===== src/rtl/branch_predictor_unit.sv =====
// Fetch-side branch predictor: direct-mapped BTB, GAg/gshare PHT, checkpointed RAS.
// Lookup is combinational on the IF PC; training and history repair come from EX.
module branch_predictor_unit #(
  parameter int BTB_ENTRIES = 16,
  parameter int GHR_LEN     = 4,
  parameter int MODE        = 1,
  parameter int RAS_DEPTH   = 4
) (
  input  logic                         clk,
  input  logic                         rst,
  input  logic                         if_valid_i,
  input  logic [31:0]                  if_pc_i,
  output logic                         pred_hit_o,
  output logic                         pred_taken_o,
  output logic [31:0]                  pred_target_o,
  output logic [GHR_LEN-1:0]           pred_ghr_o,
  output logic [2*$clog2(RAS_DEPTH):0] pred_ras_o,
  input  logic                         ex_upd_i,
  input  logic [31:0]                  ex_pc_i,
  input  logic [1:0]                   ex_type_i,
  input  logic                         ex_call_i,
  input  logic                         ex_taken_i,
  input  logic [31:0]                  ex_target_i,
  input  logic [GHR_LEN-1:0]           ex_ghr_i,
  input  logic [2*$clog2(RAS_DEPTH):0] ex_ras_i,
  input  logic                         ex_mispredict_i
);

  localparam int IDX   = $clog2(BTB_ENTRIES);
  localparam int TAG_W = 30 - IDX;
  localparam int PHT_N = 1 << GHR_LEN;
  localparam int RAS_W = $clog2(RAS_DEPTH);

  localparam logic [1:0]       T_COND   = 2'b00;
  localparam logic [1:0]       T_RET    = 2'b11;
  localparam logic [RAS_W-1:0] PTR_ONE  = 1;
  localparam logic [RAS_W:0]   CNT_ONE  = 1;
  localparam logic [RAS_W:0]   CNT_FULL = (RAS_W+1)'(RAS_DEPTH);

  function automatic logic [GHR_LEN-1:0] pht_index(input logic [GHR_LEN-1:0] ghr,
                                                   input logic [31:0]        pc);
    if (MODE != 0) return ghr ^ pc[GHR_LEN+1:2];
    return ghr;
  endfunction

  function automatic logic [1:0] ctr_update(input logic [1:0] ctr, input logic up);
    if (up) return (ctr == 2'b11) ? ctr : ctr + 2'b01;
    return (ctr == 2'b00) ? ctr : ctr - 2'b01;
  endfunction

  // Control state (reset) and storage arrays (contents left unreset).
  logic [BTB_ENTRIES-1:0] btb_valid_q, btb_valid_d;
  logic [TAG_W-1:0]       btb_tag_q  [BTB_ENTRIES];
  logic [31:0]            btb_tgt_q  [BTB_ENTRIES];
  logic [1:0]             btb_type_q [BTB_ENTRIES];
  logic [BTB_ENTRIES-1:0] btb_call_q;
  logic [1:0]             pht_q [PHT_N];
  logic [1:0]             pht_d [PHT_N];
  logic [GHR_LEN-1:0]     ghr_q, ghr_d;
  logic [RAS_W-1:0]       ras_ptr_q, ras_ptr_d;
  logic [RAS_W:0]         ras_cnt_q, ras_cnt_d;
  logic [31:0]            ras_mem_q [RAS_DEPTH];

  logic [IDX-1:0]     l_idx, w_idx;
  logic [TAG_W-1:0]   l_tag;
  logic               l_hit, l_call;
  logic [1:0]         l_type, l_ctr;
  logic [31:0]        l_tgt, l_pc4, ras_top;
  logic [GHR_LEN-1:0] t_idx;
  logic               btb_we, recover;

  logic               op_push, op_pop, ras_we;
  logic [RAS_W:0]     op_cnt;
  logic [RAS_W-1:0]   op_ptr, ras_waddr;
  logic [31:0]        op_val, ras_wdata;

  logic unused_pc_bits;
  assign unused_pc_bits = ^{if_pc_i[1:0], ex_pc_i[1:0]};

  assign l_idx   = if_pc_i[IDX+1:2];
  assign l_tag   = if_pc_i[31:IDX+2];
  assign l_hit   = btb_valid_q[l_idx] && (btb_tag_q[l_idx] == l_tag);
  assign l_type  = btb_type_q[l_idx];
  assign l_call  = btb_call_q[l_idx];
  assign l_tgt   = btb_tgt_q[l_idx];
  assign l_pc4   = if_pc_i + 32'd4;
  assign l_ctr   = pht_q[pht_index(ghr_q, if_pc_i)];
  assign ras_top = ras_mem_q[ras_ptr_q - PTR_ONE];

  assign w_idx   = ex_pc_i[IDX+1:2];
  assign t_idx   = pht_index(ex_ghr_i, ex_pc_i);
  assign btb_we  = ex_upd_i & ex_taken_i;
  assign recover = ex_upd_i & ex_mispredict_i;

  assign pred_hit_o = l_hit;
  assign pred_ghr_o = ghr_q;
  assign pred_ras_o = {ras_cnt_q, ras_ptr_q};

  always_comb begin
    pred_taken_o  = 1'b0;
    pred_target_o = l_pc4;
    if (l_hit) begin
      case (l_type)
        T_COND: begin
          pred_taken_o = l_ctr[1];
          if (l_ctr[1]) pred_target_o = l_tgt;
        end
        T_RET: begin
          pred_taken_o  = 1'b1;
          pred_target_o = (ras_cnt_q != '0) ? ras_top : l_tgt;
        end
        default: begin
          pred_taken_o  = 1'b1;
          pred_target_o = l_tgt;
        end
      endcase
    end
  end

  always_comb begin
    pht_d = pht_q;
    if (ex_upd_i && ex_type_i == T_COND)
      pht_d[t_idx] = ctr_update(pht_q[t_idx], ex_taken_i);
    btb_valid_d = btb_valid_q;
    if (btb_we) btb_valid_d[w_idx] = 1'b1;
  end

  // Recovery restores the EX checkpoint and replays that instruction's own RAS effect;
  // otherwise a fetched hit updates history speculatively.
  always_comb begin
    ghr_d   = ghr_q;
    op_cnt  = ras_cnt_q;
    op_ptr  = ras_ptr_q;
    op_push = 1'b0;
    op_pop  = 1'b0;
    op_val  = l_pc4;
    if (recover) begin
      ghr_d   = (ex_type_i == T_COND) ? {ex_ghr_i[GHR_LEN-2:0], ex_taken_i} : ex_ghr_i;
      op_cnt  = ex_ras_i[2*RAS_W:RAS_W];
      op_ptr  = ex_ras_i[RAS_W-1:0];
      op_push = ex_call_i;
      op_pop  = (ex_type_i == T_RET);
      op_val  = ex_pc_i + 32'd4;
    end else if (if_valid_i && l_hit) begin
      if (l_type == T_COND) ghr_d = {ghr_q[GHR_LEN-2:0], pred_taken_o};
      op_push = l_call;
      op_pop  = (l_type == T_RET);
    end

    ras_cnt_d = op_cnt;
    ras_ptr_d = op_ptr;
    ras_we    = 1'b0;
    ras_waddr = op_ptr;
    ras_wdata = op_val;
    if (op_push && op_pop && op_cnt != '0) begin
      ras_we    = 1'b1;
      ras_waddr = op_ptr - PTR_ONE;
    end else if (op_push) begin
      ras_we    = 1'b1;
      ras_ptr_d = op_ptr + PTR_ONE;
      if (op_cnt != CNT_FULL) ras_cnt_d = op_cnt + CNT_ONE;
    end else if (op_pop && op_cnt != '0) begin
      ras_ptr_d = op_ptr - PTR_ONE;
      ras_cnt_d = op_cnt - CNT_ONE;
    end
  end

  always_ff @(posedge clk or negedge rst) begin
    if (!rst) begin
      btb_valid_q <= '0;
      ghr_q       <= '0;
      ras_ptr_q   <= '0;
      ras_cnt_q   <= '0;
      for (int i = 0; i < PHT_N; i++) pht_q[i] <= 2'b01;
    end else begin
      btb_valid_q <= btb_valid_d;
      ghr_q       <= ghr_d;
      ras_ptr_q   <= ras_ptr_d;
      ras_cnt_q   <= ras_cnt_d;
      pht_q       <= pht_d;
    end
  end

  always_ff @(posedge clk) begin
    if (btb_we) begin
      btb_tag_q[w_idx]  <= ex_pc_i[31:IDX+2];
      btb_tgt_q[w_idx]  <= ex_target_i;
      btb_type_q[w_idx] <= ex_type_i;
      btb_call_q[w_idx] <= ex_call_i;
    end
    if (ras_we) ras_mem_q[ras_waddr] <= ras_wdata;
  end

endmodule

===== config.mk =====
export PLATFORM = sky130hd
export DESIGN_NAME = branch_predictor_unit
export DESIGN_NICKNAME = d
export VERILOG_FILES = /design/src/rtl/branch_predictor_unit.sv
export SDC_FILE = /design/constraint.sdc
export NUM_CORES = 1
export LEC_CHECK = 0
export CAP_MARGIN = 20
export CORE_MARGIN = 2
export CORE_UTILIZATION = 30
export DETAILED_ROUTE_END_ITERATION = 16
export PLACE_DENSITY = 0.54
export SLEW_MARGIN = 15
export SYNTH_ARGS = -nofsm -noshare
export SYNTH_HDL_FRONTEND = slang
export SYNTH_SLANG_ARGS = --single-unit

===== constraint.sdc =====
create_clock -name clk -period 7 [get_ports clk]
set_input_delay 0.7 -clock clk [delete_from_list [all_inputs] [get_ports clk]]
set_output_delay 0.7 -clock clk [all_outputs]
set_load 0.02 [all_outputs]

; Yosys cells after proc, flatten, opt, wreduce, memory -nomap -nowiden
; Memories as Yosys holds them, arrays and structs flattened.
; Index checks and enable logic that the tools add are counted.
[op_classes]
n_addsub = 9
order_cmp = 6
n_eq_ne = 5
muxes = 54
n_bitwise = 7
n_reduce_logical = 16
[op_table]
columns = cell, n
row1 = 32-bit two-way mux, 4
row2 = "32-bit by 3-bit adder with 32-bit output, second input constant", 2
row3 = 32-bit one-hot mux with 2 select lines, 1
row4 = 32-bit bitwise mux, 1
row5 = 2-bit two-way mux, 15
row6 = 26-bit == test, 1
row7 = 1-bit two-way mux, 17
row8 = 2-bit binary-select mux with 4-bit select, 2
row9 = 16-bit bitwise mux, 1
row10 = 4-bit two-way mux, 4
row11 = 16-bit OR, 1
row12 = 3-bit two-way mux, 5
row13 = "5-bit >= comparator, second input constant", 2
row14 = "4-bit by 5-bit less-than comparator with 1-bit output, second input constant", 2
row15 = 4-bit inverter with 5-bit output, 2
row16 = 1-bit binary-select mux with 4-bit select, 2
row17 = 2-bit demux with 4-bit select, 1
row18 = 1-bit logical AND, 8
row19 = 4-bit bitwise XOR, 2
row20 = "2-bit == test, second input constant", 3
row21 = 2-bit logical NOT, 3
row22 = 3-bit nonzero test, 2
row23 = "2-bit by 1-bit subtractor with 2-bit output, second input constant", 3
row24 = "5-bit by 1-bit less-than comparator with 1-bit output, second input constant", 1
row25 = other kinds (9), 12
[word_totals]
regBits = 73
mem_bits_rw = 1088
output_inout_bits = 43
elab_cells = 122
n_memories = 4
[mem_list]
columns = memory, words, word_bits, read_ports, rd_ports_with_merged_regs, wr, line_no
row1 = btb_tgt_q, 16, 32, 1, 0, 1, 54  ; logic [31:0] btb_tgt_q [BTB_ENTRIES];
row2 = btb_tag_q, 16, 26, 1, 0, 1, 53  ; logic [TAG_W-1:0] btb_tag_q [BTB_ENTRIES];
row3 = ras_mem_q, 4, 32, 1, 0, 1, 62  ; logic [31:0] ras_mem_q [RAS_DEPTH];
row4 = btb_type_q, 16, 2, 1, 0, 1, 55  ; logic [1:0] btb_type_q [BTB_ENTRIES];

; Logic depth before layout (Yosys ltp)
; Gate-level depths: netlist (run 1).
[depth]
ltp_word = 11
depth_mapped = 20
ltp_nobuf = 10

; Worst setup path before layout (run 1)
; Ideal clock, no wire load.
[synth_path]
path_type = input to register
startpoint = input if_pc_i[2]
endpoint = memory ras_mem_q[0][0] (enable)
setup_time_ns = 0.461
arrival_time_ns = 6.792
slack_ns = -0.253
cell_stages = 17
path_buffers = 9
cell_sequence = buf_6 -> buf_8 -> buf_6 -> buf_6 -> buf_4 -> buf_4 -> buf_2 -> buf_2 -> buf_2 -> mux4_2 -> mux4_2 -> ha_1 -> nand3_1 -> nor4_2 -> o21bai_2 -> xnor2_1 -> nor3_1
[synth_between]
elab_chain_len = 11
elab_cells_between_ends = 21
[synth_lines]
columns = item, line_no
row1 = start: declaration, 12  ; input logic [31:0] if_pc_i,
row2 = memory read 16 x 26 bit / 1-bit binary-select mux with 4-bit select (equally long branches), --
row3 = 26-bit == test / 1-bit two-way mux (equally long branches), 82  ; assign l_hit = btb_valid_q[l_idx] && (btb_tag_q[l_idx] == l_tag);
row4 = 1-bit logical AND, 82
row5 = 1-bit logical AND, 144  ; end else if (if_valid_i && l_hit) begin
row6 = 1-bit two-way mux, 144
row7 = 1-bit two-way mux, 137  ; if (recover) begin
row8 = 1-bit logical AND (2 in a row), 155  ; if (op_push && op_pop && op_cnt != '0) begin
row9 = 1-bit two-way mux, 155
row10 = 1-bit two-way mux, 191  ; if (ras_we) ras_mem_q[ras_waddr] <= ras_wdata;
row11 = 1-bit two-way mux (not written as such), 191
row12 = end: declaration, 62
; Several ways; a longest one is shown, not always the timed one. The select of a mux whose other input is x is not followed.

; Final worst setup path (run 1)
[layout_path]
startpoint = input if_pc_i[2]
endpoint = output pred_target_o[22]
[layout_between]
elab_chain_len = 8
elab_cells_between_ends = 19
[layout_lines]
columns = item, line_no
row1 = "parallel branches: the longest is 7 deep, another holds 32-bit by 3-bit adder with 32-bit output", --
row2 = 32-bit two-way mux *, 102  ; if (l_hit) begin
row3 = end: declaration, 15  ; output logic [31:0] pred_target_o,
; Every way passes the cells marked *. The select of a mux whose other input is x is not followed.

==> impl_metrics.csv, run 1 <==
group,metric,value,unit
cts,hold_buffers,0,
die,rows,146,
critical_path,critPathMaxFanout,88,
global_routing,track_usage,0.171,
finish,fin_area,0.0564,sq mm
place,dpl_cell_area,0.0522,sq mm
pwr,intPower,0.0124,W
place,io_buffers,156,
route,drt_first_pass_iters,8,
synth,synth_area_per_cell,19.4,sq um
die,die_h,403,microns
critical_path,crit-reg2reg-launch,"btb_tag_q[7][16]",
outcome,status,"complete, no violations",
timing,setup_ws,1.16,ns
synth,synth_ff_type,"edfxtp_1",
finish,layout_common_cells,"edfxtp_1 (1104), mux4_2 (303), clkdlybuf4s50_1 (137), clkbuf_16 (119), mux2i_1 (98)",
hold_path,hold_path_class,"input pin to async pin",
cts,cts_tree,"built",
synth,ys_seq_area_frac,0.723,
timing,finalSetupTns,0,ns
pwr,power_leakage,18.1,nW
synth,synthCells,2461,
die,die-area,0.163,sq mm
critical_path,r2r-end,"ras_mem_q[3][16]",
global_routing,grt_pass1_vias,25364,
pwr,p_per_area,288,mW/mm^2
cts,clock_latency,0.77,ns
die,fp.dieW,403,microns
synth,synth_cell_types,70,
pwr,peakVddDrop,219,uV
critical_path,rrSetupSlack,2.28,ns
route,ant_nets,0,
die,core_area,0.158,sq mm
finish,finalNetCount,2823,
timing,finalCritPeriodShare,0.834,
timing,hold_viol,0,
timing,relSlewSlack,0.254,
timing,clock_skew,0.0514,ns
die,boundaryPins,157,
critical_path,crit_required,6.30,ns
cts,clk_path_buf_depth,3,
pwr,seqPwrFrac,0.484,
critical_path,end_kind,"output port",
route,vias_per_cell,5.20,
cts,htree_levels,3,
route,drt-initial-drc-count,3092,
critical_path,critPathKind,"input pin to output port",
synth,syn-num-nets,2586,
route,dr_wl_met3,9.93,mm
route,num_vias,25338,
route,wl_met1,62.4,mm
synth,ys_seq_elements,1161,
job,maxCapViolCount,0,
finish,syn_to_final_growth,17.9,%
global_routing,grt_pass1_wl,198,mm
synth,synthesis.area,0.0478,sq mm
timing,worst_pin_slew,1.11,ns
finish,final_common_cell,"edfxtp_1",
global_routing,antenna_found_initial,19,
global_routing,grt_overflow,0,
timing,fmax,171,MHz
route,drc,0,
pwr,power.share.combinational,0.099,
cts,numCtsBuffers,119,
die,initial_core_util,0.302,
pwr,p_clk_frac,0.417,
pwr,netSwitchingFraction,0.236,
route,top_layer,"met5",
place,gp_congestion,0.846,
cts,clk_pin_slew,0.06,ns
route,wl_met2,65.3,mm
timing,finalSetupViolCount,0,
cts,cts_setup_buffers,0,
timing,rsz0062_at_grt,"no",
cts,cts_resized,0,
pwr,power.switching,0.00383,W
global_routing,grt_max_degree,92,
cts,root_buffer,"clkbuf_16",
critical_path,critical_path_arrival,5.14,ns
synth,yosys_warnings,0,
timing,fin_crit,5.84,ns
critical_path,start_kind,"input pin",
synth,async_reset_ff_frac,0.0491,
place,dp_slack,0.949,ns
cts,cts.sinks,1161,
route,drt_wl_total,140,mm
critical_path,reg2reg_depth,10,
synth,synth_edf_count,1104,
timing,slew_violations,0,
route,avgRoutedWirePerCell,28.8,microns
place,dp_hpwl,86.7,mm
finish,drive_gt1_frac,0.253,
finish,fin_util,0.356,
cell usage after synthesis (4+ instances only):
master    instances  share of area
a211oi_1          5        0.00078
a21oi_1          52         0.0054
a221o_1           8         0.0017
a22o_1           14         0.0026
a22oi_1          23         0.0036
and2_1           23         0.0030
and3_1           17         0.0022
and4_1            6         0.0011
buf_1            24         0.0019
buf_2            25         0.0026
buf_4             9         0.0014
buf_6             9         0.0021
clkbuf_1         57         0.0045
dfrtp_1          41          0.021
dfstp_2          16         0.0088
edfxtp_1       1104           0.69
ha_1             11         0.0029
inv_1            52         0.0041
mux2_2           41         0.0097
mux2i_1          98          0.021
mux4_2          303           0.14
nand2_1          84         0.0066
nand2b_1          9         0.0012
nand3_1          31         0.0032
nand4_1          16         0.0021
nor2_1           76         0.0060
nor2b_1          13         0.0017
nor3_1           25         0.0026
nor3b_1           4        0.00063
nor4_1            7        0.00092
o21ai_0          51         0.0053
o21ai_1          26         0.0027
o22ai_1          25         0.0033
o31ai_1           5        0.00078
or2_2            17         0.0022
xnor2_1          51         0.0093
xor2_1           33         0.0060
flip-flops by register name, indices dropped and copies added, names as in the netlist, 4 cells and up:
register     count
btb_tgt_q      512
btb_tag_q      416
ras_mem_q      128
btb_type_q      32
pht_q           32
btb_call_q      16
btb_valid_q     16
pred_ghr_o       4
routing by layer:
metal,global-route usage,vias to the layer above
met4,0.0414,20
met3,0.0307,166
met1,0.248,13616
li1,-,10561
met5,0,-
met2,0.266,975
cell type report:
class,count,area (sq um)
Antenna cell,3,7.51
Clock buffer,134,3060
Clock inverter,91,1140
Fill cell,14658,102000
Inverter,53,201
Multi-Input combinational cell,1121,12500
Sequential cell,1161,34600
Tap cell,2072,2590
Timing Repair Buffer,242,2270
worst max-delay path: stages:
cell and delay, ns:
buf_8 0.32, buf_12 0.52, mux4_2 0.60, and2_0 0.16, o21ai_0 0.29, nand3_1 0.12, nor4_1 0.31, nand4_1 0.22
nor4_4 0.48, o21a_1 0.21, buf_4 0.32, o21ai_1 0.10, clkdlybuf4s50_1 0.57
how the worst max path moves through the flow:
stage	start	cells after the start	to
floorplan	if_pc_i[2]	17	ras_mem_q[0][0]
global placement	if_pc_i[2]	13	ras_mem_q[1][1]
detailed placement	if_pc_i[2]	13	ras_mem_q[1][1]
CTS	if_pc_i[2]	13	pred_target_o[22]
global route	if_pc_i[2]	13	pred_target_o[22]
finish	if_pc_i[2]	13	pred_target_o[22]
stage by stage:
stage / hold slack [ns] / cells / total power [W]
3_5_place_dp: 0.447 / 4648 / 0.00962
5_1_grt: 0.160 / 4874 / 0.0168
6_report: 0.0908 / 4877 / 0.0163
4_1_cts: 0.0843 / 4873 / 0.0164
3_3_place_gp: 0.448 / 4648 / 0.00962
2_1_floorplan: 0.404 / 2461 / 0.00890
power groups by stage:
stage          Sequential, W  Clock, W  Combinational [W]
3_3_place_gp         0.00801         0            0.00162
2_1_floorplan        0.00799         0           0.000906
4_1_cts              0.00786   0.00691            0.00162
6_report             0.00786   0.00678            0.00161
3_5_place_dp         0.00801         0            0.00161
5_1_grt              0.00788   0.00717            0.00171
cell families after synthesis:
| group | after synthesis | share of synthesized area |
|---|---|---|
| buffers and inverters | 179 | 0.0173 |
| AOI/OAI and AO/OA | 238 | 0.0315 |
| adders and majority gates | 13 | 0.00330 |
| muxes | 445 | 0.174 |
| DFF | 1161 | 0.723 |
| and+or+nand+nor | 341 | 0.0358 |
| xor gates and xnor gates | 84 | 0.0154 |
Power figures use the tool's default switching activity.
==> run 2: changes to the inputs <==
==> constraint.sdc (replaced) <==
create_clock -name clk -period 5.5 [get_ports clk]
set_input_delay 0.55 -clock clk [delete_from_list [all_inputs] [get_ports clk]]
set_output_delay 0.55 -clock clk [all_outputs]
set_load 0.02 [all_outputs]
==> impl_metrics.csv, run 2 (synthesis gave the netlist of run 1 again) <==
group,metric,value,unit
finish,layout_common_cells,"edfxtp_1 (1104), mux4_2 (303), buf_4 (143), clkdlybuf4s50_1 (138), clkbuf_16 (122)",
critical_path,cp_slowest_cell,"clkdlybuf4s50_1",
finish,largest_reg_flops,512,
cts,numCtsBuffers,121,
route,vias_per_cell,5.14,
finish,fin_util,0.358,
global_routing,grt_max_degree,86,
timing,holdWs,0.464,ns
critical_path,cp_cell_sequence,"mux4_2 > mux4_2 > xnor2_2 > nor4b_1 > buf_4 > nand4_1 > nor4_4 > buf_4 > o21a_1 > buf_4 > o21ai_1 > clkdlybuf4s50_1",
die,boundaryPins,157,
critical_path,end_kind,"output port",
place,io_buffers,156,
die,core_area,0.158,sq mm
finish,area.sequential,0.0346,sq mm
cts,htree_levels,3,
timing,slew_violations,0,
route,drc,0,
route,avgRoutedWirePerCell,28.4,microns
timing,rsz0062_at_grt,"no",
outcome,status,"complete, no violations",
critical_path,cp.depth,12,
timing,finalCritPeriodShare,0.964,
route,num_vias,25353,
global_routing,grt_overflow,0,
global_routing,antenna_found_initial,16,
hold_path,min_path_cells,1,
critical_path,crit_required,4.95,ns
critical_path,critPathMaxFanout,7,
timing,hold_viol,0,
pwr,p_per_area,357,mW/mm^2
pwr,total_power,0.0203,W
pwr,peakVddDrop,285,uV
die,fp.dieW,403,microns
global_routing,track_usage,0.170,
timing,clock_skew,0.102,ns
finish,finalNetCount,2888,
timing,fin_crit,5.30,ns
cts,clock_latency,0.79,ns
die,initial_core_util,0.302,
cts,cts_tree,"built",
critical_path,start_kind,"register",
die,die-area,0.163,sq mm
route,drt-initial-drc-count,2795,
finish,drive_gt1_frac,0.260,
critical_path,crit_family,"buffers and inverters",
pwr,power_leakage,18.4,nW
route,drt_first_pass_iters,5,
cts,root_buffer,"clkbuf_16",
cts,cts.sinks,1161,
finish,fin_area,0.0568,sq mm
critical_path,critPathKind,"register to output port",
route,ant_nets,0,
cts,clk_path_buf_depth,3,
finish,multi_input_area,0.0125,sq mm
critical_path,critical_path_arrival,4.75,ns
timing,fmax,189,MHz
job,maxCapViolCount,0,
place,gp_congestion,0.857,
finish,syn_to_final_growth,18.7,%
place,dpl_cell_area,0.0527,sq mm
timing,worst_pin_slew,1.03,ns
timing,relSlewSlack,0.304,
global_routing,grt_pass1_vias,25841,
critical_path,slowest_delay,0.61,ns
die,rows,146,
critical_path,reg2reg_depth,13,
finish,reg_top3,"btb_tgt_q x512, btb_tag_q x416, ras_mem_q x128",
cts,clk_pin_slew,0.06,ns
critical_path,crit_buf_inv,4,
timing,finalSetupTns,0,ns
global_routing,grt_pass1_wl,196,mm
timing,finalSetupViolCount,0,
finish,regMostFlops,"btb_tgt_q",
finish,fillers,14554,
critical_path,cpMostUsedCell,"buf_4",
die,die_h,403,microns
finish,final_common_cell,"edfxtp_1",
route,drt_wl_total,140,mm
place,dp_hpwl,89.1,mm
hold_path,hold_path_class,"register to register",
## run 2: cell types whose count changed in the layout (fill, tap and decap cells not counted), sizes merged
cell,previous run,this run
buf,104,166
bufinv,22,14
clkbuf,135,145
clkdlybuf4s50,137,138
clkinv,51,53
clkinvlp,14,1
diode,3,2
dlygate4sd3,0,1
inv,57,59
## run 2: cell type report
| type | instances | share of cell area |
|---|---|---|
| diodes | 2 | 0.0000882 |
| flip-flops and latches | 1161 | 0.609 |
| inverters | 53 | 0.00355 |
| clock buffers | 145 | 0.0553 |
| repair buffers | 305 | 0.0505 |
| clock inverters | 74 | 0.0150 |
| multi-input cells | 1121 | 0.220 |
| well taps | 2072 | 0.0457 |
## run 2: path summary, 6_finish.rpt
kind / slack [ns] / to / startpoint
min in group asynchronous: 0.54 / ras_cnt_q[1] / rst
worst max register to register: 1.17 / ras_cnt_q[2] / btb_tag_q[15][24]
worst min-delay path: 0.46 / btb_valid_q[10] / btb_valid_q[10]
max in group asynchronous: 4.41 / ras_ptr_q[0] / rst
worst max-delay path: 0.20 / pred_target_o[22] / btb_tag_q[15][24]
worst min register to register: 0.46 / btb_valid_q[10] / btb_valid_q[10]
## run 2: through the flow
stage / std cells / setup slack, ns
4_1_cts: 4930 / 0.00420
3_3_place_gp: 4710 / 0.188
2_1_floorplan: 2461 / 0.0268
3_5_place_dp: 4710 / 0.167
6_report: 4933 / 0.200
5_1_grt: 4931 / 0.0579
## run 2: repair_timing
item / CTS / global route
pin swaps: 1 / 1
hold endpoints to repair: 23 / 0
gates resized for setup: 0 / 2
hold buffers: 1 / 0
buffers inserted: 0 / 1
cloned: 0 / 0
endpoints found under the setup margin: 1 / 17
## run 2: metal layers
layer	track usage	wire [microns]
met2	0.261	63700
met1	0.244	62500
met3	0.0400	10700
met4	0.0403	3070
met5	0	39
## run 2: power by group
part | switching, W | internal [W] | total [W]
clock | 0.00351 | 0.00473 | 0.00825
combinational | 0.00112 | 0.000872 | 0.00199
sequential | 0.000144 | 0.00991 | 0.0101
